## config.mk

```make
export PLATFORM = sky130hd
export DESIGN_NAME = wb_dual_master_arbiter
export DESIGN_NICKNAME = d
export VERILOG_FILES = /design/src/rtl/wb_dual_master_arbiter.sv
export SDC_FILE = /design/constraint.sdc
export NUM_CORES = 1
export LEC_CHECK = 0
export ABC_AREA = 1
export CAP_MARGIN = 20
export CORE_AREA = 4 4 115 117
export DETAILED_ROUTE_END_ITERATION = 16
export DIE_AREA = 0 0 119 121
export GPL_ROUTABILITY_DRIVEN = 0
export SLEW_MARGIN = 20
export SYNTH_ARGS = -nofsm -noshare
export SYNTH_HDL_FRONTEND = slang
export SYNTH_SLANG_ARGS = --single-unit
```

## constraint.sdc

```tcl
create_clock -name wb_clk_i -period 1.5 [get_ports wb_clk_i]
set_clock_uncertainty 0.05 [all_clocks]
set_input_delay 0.225 -clock wb_clk_i [delete_from_list [all_inputs] [get_ports wb_clk_i]]
set_output_delay 0.225 -clock wb_clk_i [all_outputs]
set_load 0.01 [all_outputs]
```

## src/rtl/wb_dual_master_arbiter.sv

```systemverilog
// wb_dual_master_arbiter: round-robin WISHBONE arbiter sharing one slave bus between two masters.
// Define WB_ARB_TIMEOUT_EN to build in the bus-timeout watchdog.
module wb_dual_master_arbiter #(
  parameter int ADR_W   = 22,
  parameter int DAT_W   = 32,
  parameter int SEL_W   = DAT_W / 8,
  parameter int TIMEOUT = 1023
) (
  input  logic             wb_clk_i,
  input  logic             wb_rst_ni,
  input  logic             m0_cyc_i,
  input  logic             m0_stb_i,
  input  logic             m0_we_i,
  input  logic [ADR_W-1:0] m0_adr_i,
  input  logic [DAT_W-1:0] m0_dat_i,
  input  logic [SEL_W-1:0] m0_sel_i,
  output logic [DAT_W-1:0] m0_dat_o,
  output logic             m0_ack_o,
  output logic             m0_err_o,
  output logic             m0_rty_o,
  input  logic             m1_cyc_i,
  input  logic             m1_stb_i,
  input  logic             m1_we_i,
  input  logic [ADR_W-1:0] m1_adr_i,
  input  logic [DAT_W-1:0] m1_dat_i,
  input  logic [SEL_W-1:0] m1_sel_i,
  output logic [DAT_W-1:0] m1_dat_o,
  output logic             m1_ack_o,
  output logic             m1_err_o,
  output logic             m1_rty_o,
  output logic             s_cyc_o,
  output logic             s_stb_o,
  output logic             s_we_o,
  output logic [ADR_W-1:0] s_adr_o,
  output logic [DAT_W-1:0] s_dat_o,
  output logic [SEL_W-1:0] s_sel_o,
  input  logic [DAT_W-1:0] s_dat_i,
  input  logic             s_ack_i,
  input  logic             s_err_i,
  input  logic             s_rty_i,
  output logic [1:0]       grant_o,
  output logic [7:0]       timeout_cnt_o
);

  typedef enum logic [1:0] {
    IDLE,
    OWN0,
    OWN1
  } state_e;

  state_e state_q, state_d;
  logic   last_owner_q, last_owner_d;
  logic   own0, own1;
  logic   stb_raw, fire;
  logic   ack_g, err_g, rty_g;

  if (TIMEOUT < 2 || TIMEOUT > 65535) begin : g_bad_timeout
    $error("TIMEOUT must be within 2..65535");
  end

  always_ff @(posedge wb_clk_i or negedge wb_rst_ni) begin
    if (!wb_rst_ni) begin
      state_q      <= IDLE;
      last_owner_q <= 1'b1;
    end else begin
      state_q      <= state_d;
      last_owner_q <= last_owner_d;
    end
  end

  // A tie in IDLE goes to whichever master did not own the bus last.
  always_comb begin
    state_d      = state_q;
    last_owner_d = last_owner_q;
    unique case (state_q)
      IDLE: begin
        if (m0_cyc_i && (!m1_cyc_i || last_owner_q)) begin
          state_d      = OWN0;
          last_owner_d = 1'b0;
        end else if (m1_cyc_i) begin
          state_d      = OWN1;
          last_owner_d = 1'b1;
        end
      end
      OWN0: if (!m0_cyc_i) state_d = IDLE;
      OWN1: if (!m1_cyc_i) state_d = IDLE;
      default: state_d = IDLE;
    endcase
  end

  assign own0    = (state_q == OWN0);
  assign own1    = (state_q == OWN1);
  assign grant_o = {own1, own0};

  always_comb begin
    s_cyc_o = 1'b0;
    stb_raw = 1'b0;
    s_we_o  = 1'b0;
    s_adr_o = '0;
    s_dat_o = '0;
    s_sel_o = '0;
    unique case (1'b1)
      own0: begin
        s_cyc_o = m0_cyc_i;
        stb_raw = m0_cyc_i & m0_stb_i;
        s_we_o  = m0_we_i;
        s_adr_o = m0_adr_i;
        s_dat_o = m0_dat_i;
        s_sel_o = m0_sel_i;
      end
      own1: begin
        s_cyc_o = m1_cyc_i;
        stb_raw = m1_cyc_i & m1_stb_i;
        s_we_o  = m1_we_i;
        s_adr_o = m1_adr_i;
        s_dat_o = m1_dat_i;
        s_sel_o = m1_sel_i;
      end
      default: ;
    endcase
  end

  // A forced timeout withdraws stb, which also drops any same-cycle termination.
  assign s_stb_o = stb_raw & ~fire;
  assign ack_g   = s_ack_i & s_stb_o;
  assign err_g   = (s_err_i & s_stb_o) | fire;
  assign rty_g   = s_rty_i & s_stb_o;

  assign m0_ack_o = own0 & ack_g;
  assign m0_err_o = own0 & err_g;
  assign m0_rty_o = own0 & rty_g;
  assign m0_dat_o = own0 ? s_dat_i : '0;
  assign m1_ack_o = own1 & ack_g;
  assign m1_err_o = own1 & err_g;
  assign m1_rty_o = own1 & rty_g;
  assign m1_dat_o = own1 ? s_dat_i : '0;

`ifdef WB_ARB_TIMEOUT_EN
  logic [15:0] wd_q, wd_d;
  logic [7:0]  tcnt_q, tcnt_d;
  logic        term;

  assign term = s_ack_i | s_err_i | s_rty_i;
  assign fire = stb_raw && (wd_q == TIMEOUT[15:0]);

  always_comb begin
    wd_d   = '0;
    tcnt_d = tcnt_q;
    if (fire) begin
      if (tcnt_q != 8'hFF) tcnt_d = tcnt_q + 8'd1;
    end else if (stb_raw && !term && state_d == state_q) begin
      wd_d = wd_q + 16'd1;
    end
  end

  always_ff @(posedge wb_clk_i or negedge wb_rst_ni) begin
    if (!wb_rst_ni) begin
      wd_q   <= '0;
      tcnt_q <= '0;
    end else begin
      wd_q   <= wd_d;
      tcnt_q <= tcnt_d;
    end
  end

  assign timeout_cnt_o = tcnt_q;
`else
  assign fire          = 1'b0;
  assign timeout_cnt_o = '0;
`endif

endmodule
```

==> summary.md, run 1 <==
| Metric | Value |
|---|---|
| Status | finished, violations left |
| Failing checks | setup timing |
| DR WL/cell | 15.36 um |
| Cells after Synth | 389 |
| Die Wd | between 100 and 150 um |
| Area of the multi-input gates | 1874 um^2 |
| DRT iter0 DRCs | 68 |
| CTS tree | yes |
| Mapped cell area | 1780 um^2 |
| CP Class | flop to output pin |
| Maximum VDD drop | 1.039 mV |
| Slew Limit Fails | 0 |
| Detailed Place HPWL | 9257 um |
| NumNets Final | 900 |
| Clk Latency, worst-skew pair | 0.22 ns |
| Initial Util | between 10 and 15% |
| Antenna Cells | 0 |
| Drt total wl | 13950 um |
| Vias in the first global route | 3568 |
| Setup ws final | -0.4419 ns |
| Remaining antenna violation count | 0 |
| Syn. warnings | 0 |
| Pin count of the biggest net entering global routing | 31 |
| Min Clock Period, post-route | between 1.5 and 2 ns |
| Area Growth Syn to Fin | 246.5% |
| RSZ-0062 raised after global routing | yes |
| Number of vias per cell | 4.111 |
| H-tree Lvls | 1 |
| CP startpoint kind | flop |
| Max Cap Viol | 0 |
| Max Fclk | 515.0 MHz |
| # fillers | 1203 |
| 1st-pass router iterations | 4 |
| Pwr/cell area | 1683 nW/um^2 |
| Crit path max fanout | 6 |
| CORE AREA | 12360 um^2 |
| I/O Buffers | just under 300 |
| Total GRT Usage | 15.59% |
| Sequential cell area | 76.32 um^2 |
| Worst slack, placed | -0.5459 ns |
| Drt drc | 0 |
| Fin crit share | 129.5% |
| Endpoint class of the critical path | output pin |
| IO Pins | 300 |
| Layout cells sized above 1 | 49.59% |
| Initial antenna violation count | 0 |
| Tightest Hold Check Type | primary input to asynchronous set/reset pin |
| Global-route wire length before repair | 18130 um |
| Post-synthesis sequential area ratio | under 10% |
| Worst EP required | 1.22 ns |
| # rows | 41 |
| Synth cell types | 15 |
| Final hold violations | 0 |
| Post-CTS Hold Buffers | 0 |
| Final number of setup-violating endpoints | around 140 |
| CTS Sinks | 3 |
| Max Buffers Root-to-Sink | 2 |
| CTS Buf Count | 3 |
| Syn Area/Cell | 4.577 um^2 |
| Root Driver | clkbuf_16 |
| Remaining Overflow, GRT | 0 |
| Placed Instance Area | 5081 um^2 |
| Die ar. | between 10000 and 15000 um^2 |
| Vias | 3733 |
| Arrival time worst endpoint | 1.67 ns |
| #FFs+latches synth | 3 |
| Design Area, Final | between 6000 and 7000 um^2 |
| Clock Pin Slew Worst Setup and Hold Paths | 0.03 ns |
| Die Ht | 121 um |
| Leak | 0.003234 uW |
## critical path, stage by stage, from the launching register on
cell	delay (ns)
dfrtp_1	0.36
buf_6	0.13
ha_4	0.21
buf_6	0.13
buf_8	0.12
buf_12	0.14
nand2_4	0.05
a21oi_4	0.17
buf_6	0.12
## sequential cells by signal, summed over array words and instances, names as in the netlist
signal,cells
last_owner_q,1
state_q,2
## synthesized netlist by cell type (all sizes together)
cell type	instances	area, um^2
conb	1	3.750
clkbuf	3	11.26
inv	72	270.3
ha	4	50.05
buf	33	260.3
dfstp	1	26.28
nor2	10	37.54
o21ai	1	5.000
nand3	6	30.03
a21oi	60	300.3
nand2	196	735.7
dfrtp	2	50.05
## power by group
part	internal, uW	total [uW]	switching, uW
Combinational	5080	9810	4730
Sequential	130	152	21.1
Clock	350	420	69.6
## timing repair
item,in CTS,in global routing
endpoints found under the hold margin,0,0
pin swaps,16,38
resized for setup,477,255
gates cloned,11,7
endpoints found under the setup margin,135,135
buffers inserted,18,22
## layout by cell type, fill, tap and decap left out, types with 9 or more instances in the layout
cell type | Yosys | layout
clkdlybuf4s50_1 | 0 | 158
nand2_1 | 196 | 128
buf_2 | 10 | 87
inv_1 | 71 | 56
a21oi_2 | 0 | 53
nand2_2 | 0 | 42
buf_6 | 10 | 42
buf_4 | 13 | 32
nand2_4 | 0 | 26
inv_2 | 1 | 14
buf_12 | 0 | 13
dlygate4sd2_1 | 0 | 10
clkbuf_16 | 0 | 9
## worst paths after layout
path                              startpoint           end  slack [ns]  cells after the start
worst max-delay path              state_q[0]   s_dat_o[31]       -0.44                      8
worst min-delay path               wb_rst_ni    state_q[0]        0.14                      1
worst max register to register    state_q[0]    state_q[0]       -0.28                     12
worst min register to register  last_owner_q  last_owner_q        0.46                      2
max in group asynchronous          wb_rst_ni  last_owner_q        1.04                      1
min in group wb_clk_i           last_owner_q  last_owner_q        0.46                      2
## stage by stage
step	TNS (ns)	power (uW)	hold WS [ns]	util [%]	std cells
after global routing	-47.48	11040	0.1495	49.90	908
after global placement	-55.97	6720	0.3775	41.10	848
after CTS	-47.77	8493	0.1409	44.36	881
final	-38.04	10380	0.1392	49.90	908
after detailed placement	-57.63	6774	0.3751	41.10	848
after floorplan	-0.2540	3276	-0.1206	-	396
## area by class of cell
class	count	share of cell area [%]
flip-flops and latches	3	1.237
multi-input cells	285	30.38
repair buffers	372	59.03
inverters	72	4.583
clock buffers	4	1.278
well taps	172	3.488
## cells by family after synthesis
kind of cell             count (synthesis)  synth area share, %
adder cells (fa/ha/maj)                  4                2.811
flip-flops                               3                4.287
other                                    1               0.2106
AO/OA/AOI/OAI                           61                17.15
AND/OR/NAND/NOR                        212                45.12
buffers and inverters                  108                30.43
## layer usage
metal	global-route usage, %	part of all wire (%)	routed length (um)
met3	5.175	9.0	1260
met4	3.041	1.5	211
met2	30.63	54	7539
met5	0	0	0
met1	15.98	35	4934
Power figures use the tool's default switching activity.
==> run 2, diff against run 1 <==
ABC_AREA = unset   (was 1)
CORE_AREA = 4 4 116 118   (was 4 4 115 117)
DIE_AREA = 0 0 120 122   (was 0 0 119 121)
==> run 2 against run 1 <==
  * The flow still finishes with violations (setup timing)
  * Via count decreased by 12%
  * Sequential power increased by 16%
  * Power up 4.2%
  * Combinational power rose by 4%
  * Setup slack got worse by 0.099 ns
  * Die area up 1.7%
  * Synthesized area is 3.4% lower
  * Non-clock buffer count fell by 17
  * Largest power group unchanged
  * Final area is 8.4% higher
==> summary.md, run 2 <==
| Metric | Value |
|---|---|
| Clk Latency, worst-skew pair | 0.23 ns (about the same) |
| Hold slack | 0.1432 ns (+0.003988 ns) |
| Fraction of registers with async set/reset | 100.0% (unchanged) |
| Post-synthesis sequential area ratio | 4.440% (+0.15 points) |
| Min Clock Period, post-route | 2.041 ns (+0.09878 ns) |
| CTS tree | yes |
| Leading cell type in the layout, fill and taps excluded | clkdlybuf4s50_1 |
| Area Growth Syn to Fin | 289.1% |
| Max reg flops | 2 (unchanged) |
| Detailed Place HPWL | 9378 um (+1.3%) |
| Initial Util | 13.79% (-0.61 points) |
| Vias | 3282 (-12%) |
| Layout cells sized above 1 | 68.03% (+18 points) |
| CP startpoint kind | flop |
| CTS Buf Count | 3 (unchanged) |
| #FFs+latches synth | 3 (unchanged) |
| H-tree Lvls | 1 (unchanged) |
| Die Ht | 122 um (+0.83%) |
| Reg-to-Reg Start | state_q[0] |
| DRT iter0 DRCs | 80 (+18%) |
| Synth top area share | 25.76% (-16 points) |
| Max Cap Viol | 0 (unchanged) |
| R2R setup slack | -0.27 ns (about the same) |
| Placed Instance Area | 4975 um^2 (-2.1%) |
| Reg with most FFs | state_q |
| Most numerous cell in the Yosys netlist | and2_1 |
| Syn Area/Cell | 6.715 um^2 (+47%) |
| Crit path max fanout | 5 (-1) |
| Arrival time worst endpoint | 1.77 ns (+0.10 ns) |
| Maximum VDD drop | 0.7890 mV (-24%) |
| Sequential cell area | 77.57 um^2 (+1.6%) |
| Largest registers | state_q: 2 flops, last_owner_q: 1 flops |
| Status | finished, violations left |
| Root Driver | clkbuf_16 |
| # rows | 41 (unchanged) |
| Final number of setup-violating endpoints | 135 (unchanged) |
| Leak | 0.002777 uW (-14%) |
| Total GRT Usage | 18.06% (+2.5 points) |
| Cell count after placement | 702 (-17%) |
| FF-to-FF End | state_q[1] |
| Pin count of the biggest net entering global routing | 34 (+9.7%) |
| Design Area, Final | 6689 um^2 (+8.4%) |
| # fillers | 1098 (-8.7%) |
| Number of vias per cell | 4.336 (+5.5%) |
| CTS Sinks | 3 (unchanged) |
| RSZ-0062 raised after global routing | yes |
| Pwr/cell area | 1618 nW/um^2 (-3.9%) |
| Synth cell types | 22 (+7) |
| Slew Limit Fails | 0 (unchanged) |
| Clock Pin Slew Worst Setup and Hold Paths | 0.03 ns (about the same) |
| Drt drc | 0 (unchanged) |
| Area of the multi-input gates | 2296 um^2 (+22%) |
| Drt total wl | 15940 um (+14%) |
| Mapped cell area | 1719 um^2 (-3.4%) |
| Tightest Hold Check Type | primary input to asynchronous set/reset pin |
| Syn. warnings | 0 (unchanged) |
| Worst slack, placed | -0.7637 ns (-0.2177 ns) |
| Setup ws final | -0.5407 ns (-0.09878 ns) |
| Commonest cells after routing, fill and taps aside | clkdlybuf4s50_1, buf_6, and2_4 |
| Die ar. | 14640 um^2 (+1.7%) |
| IO Pins | 300 (unchanged) |
| 1st-pass router iterations | 4 (unchanged) |
| DR WL/cell | 21.06 um (+37%) |
| Top post-synthesis cells by area | a22oi_1, and2_1, nor2b_1 |
| Fin crit share | 136.0% (+6.6 points) |
| Initial antenna violation count | 0 (unchanged) |
| Final hold violations | 0 (unchanged) |
| Max Fclk | 490.0 MHz (-4.8%) |
| Antenna Cells | 0 (unchanged) |
| Cells after Synth | 256 (-34%) |
| Failing checks | setup timing |
| Post-synth EDFFs | 0 (unchanged) |
| Worst EP required | 1.22 ns (about the same) |
| Remaining antenna violation count | 0 (unchanged) |
| Register-to-Register Path Depth | 8 (-4) |
| Post-Layout Cell Count | 757 (-17%) |
| I/O Buffers | 291 (unchanged) |
| Global-route wire length before repair | 20580 um (+14%) |
| Endpoint class of the critical path | output pin |
| Remaining Overflow, GRT | 0 (unchanged) |
| Die Wd | 120 um (+0.84%) |
| Vias in the first global route | 3561 (-0.20%) |
| Most frequent cells after synthesis | and2_1, nor2b_1, a22oi_1 |
| CP Class | flop to output pin |
| Top_reg_cell synth | dfrtp_1 |
| CORE AREA | 12470 um^2 (+0.83%) |
| Post-CTS Hold Buffers | 0 (unchanged) |
| Max Buffers Root-to-Sink | 2 (unchanged) |
| NumNets Final | 749 (-17%) |
| Synth area leader | a22oi_1 |
## run 2: changes by cell type after synthesis, moves of 5 or more
cell and delta:
a22oi_1 +59, nand2_1 -191, nand3_1 -5, and2_1 +70, buf_6 -9, nor2_1 -10
a21oi_1 -57, clkbuf_1 +12, inv_1 -67, nor2b_1 +60
## run 2: critical path, stage by stage, from the launching register on
cell and delay (ns):
dfrtp_1 0.40, buf_6 0.14, ha_4 0.19, buf_12 0.14, buf_12 0.14, buf_16 0.13, a22oi_2 0.19, nor2b_2 0.06
buf_2 0.14
## run 2: per-stage QoR
step	setup TNS [ns]	util (%)	power, uW
after floorplan	-1.354	-	3147
after global placement	-74.23	39.91	5820
after detailed placement	-77.40	39.91	5869
after CTS	-48.30	45.97	8488
after global routing	-59.30	53.66	11350
final	-51.86	53.66	10820
## run 2: layout make-up
| class | count | area share, % |
|---|---|---|
| multi-input cells | 219 | 34.32 |
| inverters | 4 | 0.2619 |
| flip-flops and latches | 3 | 1.160 |
| clock buffers | 4 | 1.178 |
| repair buffers | 355 | 59.86 |
| well taps | 172 | 3.217 |
## run 2: cells by family (layout without fill, tap and decap cells)
kind of cell               Yosys count  in the layout  share of synthesized area (%)
other                                1              8                         0.2181
and+or+nand+nor                    137            137                          49.27
AOI/OAI and AO/OA                   70             70                          30.71
DFF                                  3              3                          4.440
buffers and inverters               41            363                          12.44
adders and majority gates            4              4                          2.911
## run 2: worst max path at each step
stage | start | end | slack [ns] | cells past startpoint
floorplan | state_q[0] | m1_ack_o | -0.05 | 7
global placement | m1_cyc_i | m0_err_o | -0.76 | 5
detailed placement | m1_cyc_i | m0_err_o | -0.76 | 5
CTS | state_q[0] | s_adr_o[1] | -0.51 | 8
global route | state_q[0] | s_adr_o[4] | -0.58 | 8
finish | state_q[0] | s_adr_o[4] | -0.54 | 8
## run 2: timing repair
action,4_1_cts,5_1_grt
setup endpoints to repair,135,135
cloned,16,9
gates resized for setup,669,199
setup buffers,19,12
pin swaps,33,10
endpoints found under the hold margin,0,0
## run 2: per-layer routing
metal	up-vias	part of all wire, %	GRT usage (%)
met5	-	0	0
met4	0	1.1	2.291
met3	12	7.7	4.550
met2	173	54	35.12
met1	1569	38	20.23
li1	1528	-	-
## run 2: where the power goes
group | total (uW) | internal, uW | switching, uW
registers | 177 | 130 | 46.5
logic | 10200 | 6170 | 4030
clock network | 442 | 352 | 89.6
total | 10800 | 6650 | 4170
==> run 3, diff against run 2 <==
RECOVER_POWER = 100   (was unset)
SKIP_LAST_GASP = 1   (was unset)
==> run 3 against run 2 <==
  * The flow still finishes with violations (setup timing)
  * Largest power group unchanged
  * Power up 2.0%
  * Final area decreased by 0.47%
  * Via count grew 0.55%
  * Clock-buffer cell count did not move
  * Cell count stayed put
  * Fmax is 1.9% higher
  * Setup slack improved by 0.038 ns
  * First-iteration DRC count fell by 6.3%
  * Utilization shrank 0.25 points
==> summary.md, run 3 (synthesized netlist as in run 2, its figures left out) <==
| Metric | Value |
|---|---|
| Slew Limit Fails | 0 (unchanged) |
| Die Ht | 122 um (unchanged) |
| Total GRT Usage | 17.85% (-0.21 points) |
| Initial antenna violation count | 0 (unchanged) |
| Drt total wl | 16000 um (+0.35%) |
| CORE AREA | 12470 um^2 (unchanged) |
| Pin count of the biggest net entering global routing | 34 (unchanged) |
| Worst EP required | 1.22 ns (about the same) |
| Tightest Hold Check Type | primary input to asynchronous set/reset pin |
| Drt drc | 0 (unchanged) |
| Crit path max fanout | 5 (unchanged) |
| NumNets Final | 749 (unchanged) |
| Setup ws final | -0.5027 ns (+0.03791 ns) |
| Reg with most FFs | state_q |
| Leading cell type in the layout, fill and taps excluded | clkdlybuf4s50_1 |
| RSZ-0062 raised after global routing | yes |
| Root Driver | clkbuf_16 |
| I/O Buffers | 291 (unchanged) |
| Failing checks | setup timing |
| Remaining antenna violation count | 0 (unchanged) |
| Largest registers | state_q: 2 flops, last_owner_q: 1 flops |
| Detailed Place HPWL | 9378 um (unchanged) |
| Endpoint class of the critical path | output pin |
| R2R setup slack | -0.35 ns (-0.08 ns) |
| Remaining Overflow, GRT | 0 (unchanged) |
| Met3 Use GR | 4.271% (-0.28 points) |
| Fin crit share | 133.5% (-2.5 points) |
| Setup_tns | -51.42 ns (+0.4355 ns) |
| Overall power | 11040 uW (+2.0%) |
| 1st-pass router iterations | 4 (unchanged) |
| CTS Sinks | 3 (unchanged) |
| IO Pins | 300 (unchanged) |
| Leak | 0.002769 uW (-0.28%) |
| DR WL/cell | 21.13 um (+0.35%) |
| Max Buffers Root-to-Sink | 2 (unchanged) |
| Worst slack, placed | -0.7637 ns (unchanged) |
| Final number of setup-violating endpoints | 135 (unchanged) |
| Global routing met1 resource utilization | 20.12% (-0.11 points) |
| CP Class | flop to output pin |
| Vias | 3300 (+0.55%) |
| Post-CTS Hold Buffers | 0 (unchanged) |
| CTS Buf Count | 3 (unchanged) |
| Vias in the first global route | 3535 (-0.73%) |
| Antenna Cells | 0 (unchanged) |
| GR peak layer | met2 |
| Max Cap Viol | 0 (unchanged) |
| Clk Latency, worst-skew pair | 0.23 ns (about the same) |
| Pwr/cell area | 1658 nW/um^2 (+2.5%) |
| GR Util met2 | 34.84% (-0.28 points) |
| CTS tree | yes |
| # rows | 41 (unchanged) |
| Global-route wire length before repair | 20360 um (-1.1%) |
| Number of vias per cell | 4.359 (+0.55%) |
| Status | finished, violations left |
| Arrival time worst endpoint | 1.73 ns (-0.04 ns) |
| Die Wd | 120 um (unchanged) |
| Final hold violations | 0 (unchanged) |
| Cell count after placement | 702 (unchanged) |
| Clock Pin Slew Worst Setup and Hold Paths | 0.03 ns (about the same) |
| Maximum VDD drop | 0.7875 mV (-0.19%) |
| DRT iter0 DRCs | 75 (-6.3%) |
| CP startpoint kind | flop |
| Die ar. | 14640 um^2 (unchanged) |
| Commonest cells after routing, fill and taps aside | clkdlybuf4s50_1, buf_6, a22oi_2 |
| Post-Layout Cell Count | 757 (unchanged) |
| H-tree Lvls | 1 (unchanged) |
| Max reg flops | 2 (unchanged) |
| Initial Util | 13.79% (unchanged) |
| Max Fclk | 499.3 MHz (+1.9%) |
| Min Clock Period, post-route | 2.003 ns (-0.03791 ns) |
| Layout cells sized above 1 | 64.44% (-3.6 points) |
| Area Growth Syn to Fin | 287.3% |
[run 3: final cells by class]
class	count	area (um^2)
tap	172	215.2
clock buffer	4	78.83
timing repair buffer	355	3953
sequential	3	77.57
multi-input combinational	219	2316
inverter	4	17.52
fill	1124	5808
[run 3: routing by layer]
metal / part of all wire [%] / vias up / routed length [um]
met3: 7.5 / 8 / 1195
met1: 38 / 1571 / 6076
met2: 54 / 187 / 8605
met5: 0 / - / 0
li1: - / 1534 / -
met4: 0.74 / 0 / 118
[run 3: path summary, 6_finish.rpt]
kind,start,to,cells past startpoint
min in group wb_clk_i,last_owner_q,last_owner_q,2
hold reg to reg,last_owner_q,last_owner_q,2
max in group asynchronous,wb_rst_ni,last_owner_q,1
hold / removal,wb_rst_ni,state_q[0],1
setup / recovery,state_q[0],m0_dat_o[17],7
setup reg to reg,state_q[0],state_q[0],8
[run 3: through the flow]
step                hold WS, ns  util (%)  cell area (um^2)
global route             0.2275     53.41              6658
finish                   0.2171     53.41              6658
floorplan               -0.1206         -              1918
CTS                      0.1451     46.91              5848
detailed placement       0.3817     39.91              4975
global placement         0.3759     39.91              4975
[run 3: worst max-delay path, cell delays in order, from the launching register on]
cell       delay, ns
dfrtp_1         0.40
buf_6           0.14
ha_4            0.18
buf_12          0.13
buf_12          0.13
bufbuf_16       0.26
and2_1          0.12
buf_2           0.13
[run 3: power breakdown]
group          switching (uW)  internal [uW]
clock                    84.9            352
combinational            4130           6300
sequential               45.4            130
total                    4260           6780
[run 3: what timing repair did]
action	4_1_cts	5_1_grt
endpoints found under the setup margin	135	135
gates resized for setup	607	236
pin swaps	30	10
gates cloned	16	10
setup buffers	19	10
